### config.mk
export PLATFORM = sky130hd
export DESIGN_NAME = result_averager_flat
export DESIGN_NICKNAME = d
export VERILOG_FILES = /design/src/rtl/result_averager_if.sv /design/src/rtl/result_averager.sv /design/src/flat_wrapper.sv
export SDC_FILE = /design/constraint.sdc
export NUM_CORES = 1
export LEC_CHECK = 0
export CORE_ASPECT_RATIO = 2
export CORE_MARGIN = 2
export CORE_UTILIZATION = 30
export CTS_CLUSTER_SIZE = 20
export DETAILED_ROUTE_END_ITERATION = 6
export HOLD_SLACK_MARGIN = 0.1
export PLACE_DENSITY = 0.54
export SLEW_MARGIN = 5
export SYNTH_ARGS = -nofsm -noshare
export SYNTH_HDL_FRONTEND = slang
export SYNTH_SLANG_ARGS = --single-unit
### constraint.sdc
create_clock -name clk_i -period 4.6 [get_ports clk_i]
set_input_delay 0.92 -clock clk_i [delete_from_list [all_inputs] [get_ports clk_i]]
set_output_delay 0.92 -clock clk_i [all_outputs]
set_load 0.1 [all_outputs]
### src/rtl/result_averager_if.sv
// Result channel of the averager: held result, range tag, window min/max and valid/ready.
// master = averager side, slave = consumer side (SPI TX path or debug logic).
interface result_averager_if #(
   parameter int CNT_W = 16
);
   logic signed [CNT_W:0] result_o;
   logic [2:0]            result_range_o;
   logic                  result_valid_o;
   logic                  result_ready_i;
   logic signed [CNT_W:0] min_o;
   logic signed [CNT_W:0] max_o;

   modport master (
      output result_o, result_range_o, result_valid_o, min_o, max_o,
      input  result_ready_i
   );

   modport slave (
      input  result_o, result_range_o, result_valid_o, min_o, max_o,
      output result_ready_i
   );
endinterface

### src/rtl/result_averager.sv
// Averages 2^K signed conversion samples per window and presents each result on a valid/ready hold register.
// Optional macro RESULT_MINMAX_EN adds per-window signed min/max tracking on min_o/max_o.
module result_averager #(
   parameter int CNT_W    = 16,
   parameter int MAX_LOG2 = 7
) (
   input  logic             clk_i,
   input  logic             rst_n_i,
   input  logic             sample_valid_i,
   input  logic [CNT_W-1:0] count_i,
   input  logic             sign_i,
   input  logic [2:0]       range_i,
   input  logic             range_err_i,
   input  logic [2:0]       avg_log2_i,
   input  logic             clear_i,
   output logic [7:0]       fill_o,
   output logic             overrun_o,
   output logic             err_o,
   result_averager_if.master res
);

   localparam int ACC_W = CNT_W + 1 + MAX_LOG2;

   typedef enum logic {EMPTY, ACCUM} state_t;

   state_t                state_q, state_d;
   logic signed [ACC_W-1:0] acc_q, acc_d;
   logic [7:0]            fill_q, fill_d;
   logic [2:0]            k_q, k_d;
   logic [2:0]            winRange_q, winRange_d;
   logic signed [CNT_W:0] result_q, result_d;
   logic [2:0]            resRange_q, resRange_d;
   logic                  valid_q, valid_d;
   logic                  overrun_q, overrun_d;
   logic                  err_q, err_d;

   logic signed [CNT_W:0]   sample;
   logic signed [CNT_W:0]   magnitude;
   logic signed [ACC_W-1:0] sampleExt;
   logic signed [ACC_W-1:0] baseAcc;
   logic signed [ACC_W-1:0] accSum;
   logic signed [ACC_W-1:0] shifted;
   logic [7:0]              baseFill;
   logic [7:0]              fillSum;
   logic [2:0]              kClamp;
   logic [2:0]              kUse;
   logic                    accept;
   logic                    startWin;
   logic                    winDone;

   // A new window starts from EMPTY or whenever the range tag differs from the open window.
   always_comb begin
      magnitude = {1'b0, count_i};
      sample    = sign_i ? -magnitude : magnitude;
      sampleExt = {{MAX_LOG2{sample[CNT_W]}}, sample};
      accept    = sample_valid_i & ~range_err_i;
      startWin  = (state_q == EMPTY) | (range_i != winRange_q);
      kClamp    = (32'(avg_log2_i) > MAX_LOG2) ? 3'(MAX_LOG2) : avg_log2_i;
      kUse      = startWin ? kClamp : k_q;
      baseAcc   = startWin ? '0 : acc_q;
      baseFill  = startWin ? 8'd0 : fill_q;
      accSum    = baseAcc + sampleExt;
      fillSum   = baseFill + 8'd1;
      winDone   = accept & (fillSum == (8'd1 << kUse));
      shifted   = accSum >>> kUse;
   end

   always_ff @(posedge clk_i or negedge rst_n_i) begin
      if (!rst_n_i) state_q <= EMPTY;
      else          state_q <= state_d;
   end

   always_comb begin
      state_d = state_q;
      if (clear_i)     state_d = EMPTY;
      else if (accept) state_d = winDone ? EMPTY : ACCUM;
   end

   always_comb begin
      fill_o             = fill_q;
      overrun_o          = overrun_q;
      err_o              = err_q;
      res.result_o       = result_q;
      res.result_range_o = resRange_q;
      res.result_valid_o = valid_q;
   end

   always_comb begin
      acc_d      = acc_q;
      fill_d     = fill_q;
      k_d        = k_q;
      winRange_d = winRange_q;
      result_d   = result_q;
      resRange_d = resRange_q;
      valid_d    = valid_q;
      overrun_d  = overrun_q;
      err_d      = err_q;
      if (clear_i) begin
         acc_d      = '0;
         fill_d     = 8'd0;
         result_d   = '0;
         resRange_d = 3'd0;
         valid_d    = 1'b0;
         overrun_d  = 1'b0;
         err_d      = 1'b0;
      end else begin
         if (sample_valid_i & range_err_i) err_d = 1'b1;
         if (valid_q & res.result_ready_i) valid_d = 1'b0;
         if (accept) begin
            k_d        = kUse;
            winRange_d = range_i;
            if (winDone) begin
               acc_d      = '0;
               fill_d     = 8'd0;
               result_d   = shifted[CNT_W:0];
               resRange_d = range_i;
               valid_d    = 1'b1;
               if (valid_q & ~res.result_ready_i) overrun_d = 1'b1;
            end else begin
               acc_d  = accSum;
               fill_d = fillSum;
            end
         end
      end
   end

   always_ff @(posedge clk_i or negedge rst_n_i) begin
      if (!rst_n_i) begin
         acc_q      <= '0;
         fill_q     <= 8'd0;
         k_q        <= 3'd0;
         winRange_q <= 3'd0;
         result_q   <= '0;
         resRange_q <= 3'd0;
         valid_q    <= 1'b0;
         overrun_q  <= 1'b0;
         err_q      <= 1'b0;
      end else begin
         acc_q      <= acc_d;
         fill_q     <= fill_d;
         k_q        <= k_d;
         winRange_q <= winRange_d;
         result_q   <= result_d;
         resRange_q <= resRange_d;
         valid_q    <= valid_d;
         overrun_q  <= overrun_d;
         err_q      <= err_d;
      end
   end

`ifdef RESULT_MINMAX_EN
   logic signed [CNT_W:0] winMin_q, winMin_d, winMax_q, winMax_d;
   logic signed [CNT_W:0] min_q, min_d, max_q, max_d;
   logic signed [CNT_W:0] newMin, newMax;

   // Window extremes run alongside the accumulator; the visible pair only moves with result_o.
   always_comb begin
      newMin   = startWin ? sample : ((sample < winMin_q) ? sample : winMin_q);
      newMax   = startWin ? sample : ((sample > winMax_q) ? sample : winMax_q);
      winMin_d = winMin_q;
      winMax_d = winMax_q;
      min_d    = min_q;
      max_d    = max_q;
      if (clear_i) begin
         winMin_d = '0;
         winMax_d = '0;
         min_d    = '0;
         max_d    = '0;
      end else if (accept) begin
         winMin_d = newMin;
         winMax_d = newMax;
         if (winDone) begin
            min_d = newMin;
            max_d = newMax;
         end
      end
   end

   always_ff @(posedge clk_i or negedge rst_n_i) begin
      if (!rst_n_i) begin
         winMin_q <= '0;
         winMax_q <= '0;
         min_q    <= '0;
         max_q    <= '0;
      end else begin
         winMin_q <= winMin_d;
         winMax_q <= winMax_d;
         min_q    <= min_d;
         max_q    <= max_d;
      end
   end

   assign res.min_o = min_q;
   assign res.max_o = max_q;
`else
   assign res.min_o = '0;
   assign res.max_o = '0;
`endif

endmodule
### src/flat_wrapper.sv
// flat-port wrapper written by rule: the top's interface ports become plain ports
module result_averager_flat 
#(
   parameter int CNT_W    = 16,
   parameter int MAX_LOG2 = 7
)
  (clk_i, rst_n_i, sample_valid_i, count_i, sign_i, range_i, range_err_i, avg_log2_i, clear_i, fill_o, overrun_o, err_o, res_result_o, res_result_range_o, res_result_valid_o, res_min_o, res_max_o, res_result_ready_i);
  result_averager_if #(.CNT_W(CNT_W)) res_i ();
  input  logic clk_i;
  input  logic rst_n_i;
  input  logic sample_valid_i;
  input  logic [CNT_W-1:0] count_i;
  input  logic sign_i;
  input  logic [2:0] range_i;
  input  logic range_err_i;
  input  logic [2:0] avg_log2_i;
  input  logic clear_i;
  output logic [7:0] fill_o;
  output logic overrun_o;
  output logic err_o;
  output wire logic [$bits(res_i.result_o)-1:0] res_result_o;
  output wire logic [$bits(res_i.result_range_o)-1:0] res_result_range_o;
  output wire logic [$bits(res_i.result_valid_o)-1:0] res_result_valid_o;
  output wire logic [$bits(res_i.min_o)-1:0] res_min_o;
  output wire logic [$bits(res_i.max_o)-1:0] res_max_o;
  input wire logic [$bits(res_i.result_ready_i)-1:0] res_result_ready_i;
  assign res_result_o = res_i.result_o;
  assign res_result_range_o = res_i.result_range_o;
  assign res_result_valid_o = res_i.result_valid_o;
  assign res_min_o = res_i.min_o;
  assign res_max_o = res_i.max_o;
  assign res_i.result_ready_i = res_result_ready_i;
  result_averager #(.CNT_W(CNT_W), .MAX_LOG2(MAX_LOG2)) u_core (.clk_i(clk_i), .rst_n_i(rst_n_i), .sample_valid_i(sample_valid_i), .count_i(count_i), .sign_i(sign_i), .range_i(range_i), .range_err_i(range_err_i), .avg_log2_i(avg_log2_i), .clear_i(clear_i), .fill_o(fill_o), .overrun_o(overrun_o), .err_o(err_o), .res(res_i));
endmodule
# ---- Word level (Yosys, flattened, before mapping)
# Index checks and enable logic that the tools add are counted.
# Widths: inputs -> output; s select.
dict set report classes {
  n_lt_le_gt_ge 0
  reduce_logical 7
  n_mul 0
  muxes 29
  add_sub_neg 3
  n_shift 2
  eq_ne 2
  n_div 0
  bitwise 10
}
# op count
set ops {}
lappend ops {{$mux 24} 4}
lappend ops {{$mux 17} 4}
lappend ops {{$mux 8} 4}
lappend ops {{$add 24x17->24} 1}
lappend ops {{$sshr 24x3->17} 1}
lappend ops {{$neg 16->17} 1}
lappend ops {{$mux 1} 13}
lappend ops {{$mux 3} 4}
lappend ops {{$add 8x1->8 const B} 1}
lappend ops {{$eq 8x8->1} 1}
lappend ops {{$reduce_bool 2->1} 4}
lappend ops {{$shl 1x3->8 const A} 1}
lappend ops {{$and 1x1->1} 5}
lappend ops {{$not 1->1} 4}
lappend ops {{$reduce_and 2->1} 2}
lappend ops {{$ne 3x3->1} 1}
lappend ops {{$reduce_and 3->1} 1}
lappend ops {{$or 1x1->1} 1}
dict set report word_totals {
  regBits 62
  in_bits 29
  mem_bits_ro 0
  mem_count 0
  latch_bits 0
  ramBits 0
  output_inout_bits 65
}

# ---- Logic depth before layout (Yosys ltp)
dict set report depth {
  depth_word 9
  mapped_depth 18
}

# ---- Least setup slack after synthesis
# No wires, ideal clock.
dict set report synth_path {
  path_kind {input port to flip-flop}
  start {in count_i[5]}
  end {reg u_core.result_q[15] (netlist: u_core.res.result_o[15])}
  setup_time_ns 0.076
  path_slack_ns -0.580
  stages 17
  t_arrival_ns 5.104
  n_path_buf 1
  cell_sequence {or4_4 or3_4 or3_4 or3_2 o21ai_0 xnor2_1 ha_1 clkbuf_1 a21o_1 a31oi_1 o21ai_0 a211oi_1 a21oi_1 a221oi_1 xor2_1 a221o_1 o21ai_1}
}
dict set report synth_via {
  elab_chain_len 7
}
# element line
set synth_rtl {}
lappend synth_rtl {{from (decl)} flat_wrapper.sv:12} ;# input logic [CNT_W-1:0] count_i;
lappend synth_rtl {{$neg 16->17} result_averager.sv:54} ;# sample = sign_i ? -magnitude : magnitude;
lappend synth_rtl {{$mux 17 (*)} result_averager.sv:54}
lappend synth_rtl {{$add 24x17->24 (*)} result_averager.sv:62} ;# accSum = baseAcc + sampleExt;
lappend synth_rtl {{$sshr 24x3->17 (*)} result_averager.sv:65} ;# shifted = accSum >>> kUse;
lappend synth_rtl {{$mux 17 (*)} result_averager.sv:112} ;# if (winDone) begin
lappend synth_rtl {{$mux 17 (*)} result_averager.sv:109} ;# if (accept) begin
lappend synth_rtl {{$mux 17 (*)} result_averager.sv:98} ;# if (clear_i) begin
lappend synth_rtl {{to (signal assigned)} result_averager.sv:143} ;# result_q <= result_d;
lappend synth_rtl {{to (decl)} result_averager.sv:31} ;# logic signed [CNT_W:0] result_q, result_d;
# Every way passes the cells marked *; elsewhere a longest branch is shown, timed or not. The select of a mux whose other input is x is not followed.
# A chain may end at the register's enable or synchronous reset.

# ---- Worst setup path after layout
dict set report layout_path {
  start {in count_i[6]}
  end {reg u_core.result_q[12] (netlist: u_core.res.result_o[12])}
}
# Same word-level chain as after synthesis.

==> flow_summary.yaml <==
floorplanning:
  rows: 69
  ioPinCount: 94
  fp.dieW_microns: 99.0
  dieArea_sq_um: 19200
  core_sq_um: 17700
  initial_core_util_pct: 30.6
  fp.dieH_microns: 194
yosys:
  synth_edf_count: 0
  async_reset_ff_share_pct: 100
  synth_most_common_cell: "dfrtp_1"
  synth_seq_area_share_pct: 28.7
  yosysTopAreaCell: "dfrtp_1"
  yosysWarnings: 0
  synth_common_cells: "dfrtp_1, nand2_1, a21oi_1"
  synthCells: 624
  ys_top_cells_by_area: "dfrtp_1, ha_1, a21oi_1"
  ys.flop_type: "dfrtp_1"
  ys_ff_latch: 62
  synthDominantCellAreaShare_pct: 28.7
  netlist_area_sq_um: 5410
  yosysUniqueCellTypes: 72
  syn_avg_cell_area_sq_um: 8.67
placed_design:
  dp_slack_ns: -1.01
  io_buffer_count: 59
  dp.final_hpwl_microns: 13400
  placed_cell_area_sq_um: 6930
  gp_congestion: 0.934
sta:
  hold_viol: 0
  maxSlewHeadroom_pct: 34.2
  setup_ws_ns: -0.176
  rsz0062_at_grt: "yes"
  report.final.slew_viol_count: 0
  timing.hold.ws_ns: 0.475
  period_share_pct: 104
  fin_crit_ns: 4.78
  max_freq_mhz: 209
  clock_skew_ns: 0.0108
  setup_violations: 9
  max_slew.worst_pin.slew_ns: 0.984
clock_network:
  htree_levels: 3
  tritoncts: "yes"
  hold_buffers: 0
  ctsLongestPathBuffers: 2
  clk_latency_ns: 0.33
  clkTransAtPathRegs_ns: 0.05
  cts_made_buffers: 9
  clkSinkCount: 62
  clk_root_buffer_cell: "clkbuf_16"
power_and_ir_drop:
  finalPower_mw: 1.95
  sequentialPowerShare_pct: 30.6
  p_sw_share_pct: 35.0
  worst_ir_drop_vdd_mv: 0.272
  power.share.combinational_pct: 34.7
  p_leak_nw: 3.46
  power_frac_clock_pct: 34.7
  power.density_nw_per_um2: 246
  intPower_mw: 1.26
  power.switching_mw: 0.681
final_layout:
  multi_input_area_sq_um: 4090
  seqCellArea_sq_um: 1550
  nFillCells: 1698
  drive_above_1_share_pct: 34.5
  design_area_sq_um: 7920
  n_antenna_cell: 0
  areaGrowthSynthToFinish_pct: 46.4
  utilization_pct: 44.8
  nets: 861
worst_setup_path:
  cp_cell_sequence: "buf_6 > or4_4 > or3_4 > or3_4 > or3_4 > o21ai_2 > xnor2_1 > ha_1 > a21o_1 > buf_6 > a21oi_4 > o21ai_2 > a21boi_4 > xor2_2 > mux2_4 > a222oi_1 > buf_4 > o211ai_1"
  slowest_delay_ns: 0.52
  critPathTopFamily: "simple AND/OR/NAND/NOR gates"
  start_kind: "primary input"
  cp_num_buf_inv: 3
  crit_top_cell: "or3_4"
  cp.required_ns: 4.79
  cp.arrival_ns: 4.96
  cp_max_fo: 3
  critPathKind: "primary input to flip-flop"
  critPathCaptureType: "flip-flop"
  slowest_stage: "or4_4"
outcome:
  status: "finished with violations"
  violations: "negative setup slack"
global_routing:
  grt_usage_pct: 17.7
  grt_max_degree: 38
  top_usage_layer: "met2"
  grt_antenna_before_repair: 0
  met1_usage_pct: 18.7
  grt_remaining_overflow: 0
  use_met3_pct: 1.87
  met2_usage_pct: 33.4
  grt_pass1_wl_microns: 27800
  grt_pass1_vias: 5719
detailed_routing:
  detail-route-antenna-nets: 0
  wl_microns: 17200
  wire_per_inst_microns: 16.8
  num_vias: 5342
  dr.pass1.iters: 4
  drtIter0Drc: 226
  viasPerCell: 5.22
  drc: 0
hold_path:
  min_path_type: "flip-flop to flip-flop"
run:
  drv_cap: 0
## flip-flops by register name (all words and copies together) (netlist names)
signal,count
u_core.fill_o,8
u_core.res.result_o,17
u_core.res.result_valid_o,1
u_core.acc_q,24
u_core.res.result_range_o,3
u_core.err_o,1
u_core.winRange_q,3
u_core.overrun_o,1
u_core.k_q,3
u_core.state_q,1
## power by group through the flow
stage	combinational (mW)	sequential (mW)	clock, mW
floorplan	0.397	0.623	0
global placement	0.599	0.603	0
detailed placement	0.604	0.604	0
CTS	0.639	0.595	0.687
global route	0.720	0.598	0.714
finish	0.676	0.595	0.675
## worst register-to-register path: stages, from the launching register on
cell	delay [ns]
dfrtp_1	0.39
xnor2_1	0.14
and4_1	0.24
buf_4	0.17
and2_1	0.18
fa_1	0.42
a21o_1	0.21
nand4_1	0.16
a2111oi_1	0.11
buf_4	0.17
nor2_1	0.31
buf_4	0.19
a21oi_2	0.06
xnor2_2	0.31
buf_4	0.18
nor2_1	0.05
a211oi_2	0.26
o21ai_2	0.10
## cells in the final DEF, fill, tap and decap left out, drive strengths merged, types with 6 or more instances in the layout
cell type      count
buf              147
dfrtp             62
nand2             60
clkdlybuf4s50     54
a21oi             52
o21ai             38
conb              34
xnor2             30
and2              29
nor2              29
ha                25
a22o              21
mux2i             16
mux2              16
a211oi            16
o211ai            15
xor2              14
nand3             12
nor3              12
inv               11
clkbuf            10
or3                8
and3               7
a31oi              7
nor2b              6
a21o               6
o31ai              6
## final cells by class
cell class	count	area share, %
inverters	11	0.521
clock buffers	10	3.02
well taps	213	3.36
multi-input cells	520	51.6
flip-flops and latches	62	19.6
clock inverters	6	0.774
repair buffers	202	21.1
## cells by family after synthesis
logic type | Yosys count | synth area share [%]
adder cells (fa/ha/maj) | 26 | 6.15
AO/OA/AOI/OAI | 197 | 24.6
AND/OR/NAND/NOR | 186 | 17.7
multiplexers | 33 | 6.71
XOR/XNOR | 44 | 7.26
buffers and inverters | 75 | 8.86
flip-flops | 62 | 28.7
other | 1 | 0.0693
## through the flow
step	instances	TNS, ns
finish	1024	-0.963
global placement	990	-16.00
detailed placement	990	-16.42
floorplan	657	-1.31
global route	1024	-2.74
CTS	1014	-2.29
## path summary, 6_finish.rpt
check / depth (start not counted) / endpoint / slack, ns / start
worst max-delay path: 18 / u_core.res.result_o[12] / -0.18 / count_i[6]
worst min-delay path: 2 / u_core.acc_q[9] / 0.47 / u_core.acc_q[9]
worst max register to register: 17 / u_core.res.result_o[15] / 0.84 / u_core.winRange_q[1]
worst min register to register: 2 / u_core.acc_q[9] / 0.47 / u_core.acc_q[9]
max in group asynchronous: 2 / u_core.winRange_q[1] / 3.09 / rst_n_i
min in group asynchronous: 1 / u_core.fill_o[1] / 0.58 / rst_n_i
## metal layers
metal,wire [microns],vias to the layer above
met3,450,50
met5,0,-
met4,831,0
met1,6430,2577
met2,9520,138
li1,-,2577
## repair_timing
item	in CTS	in global routing
gates cloned	0	0
resized for setup	80	54
pin swaps	37	38
setup endpoints to repair	21	22
buffers inserted	9	10
(Power assumes the default switching activity.)
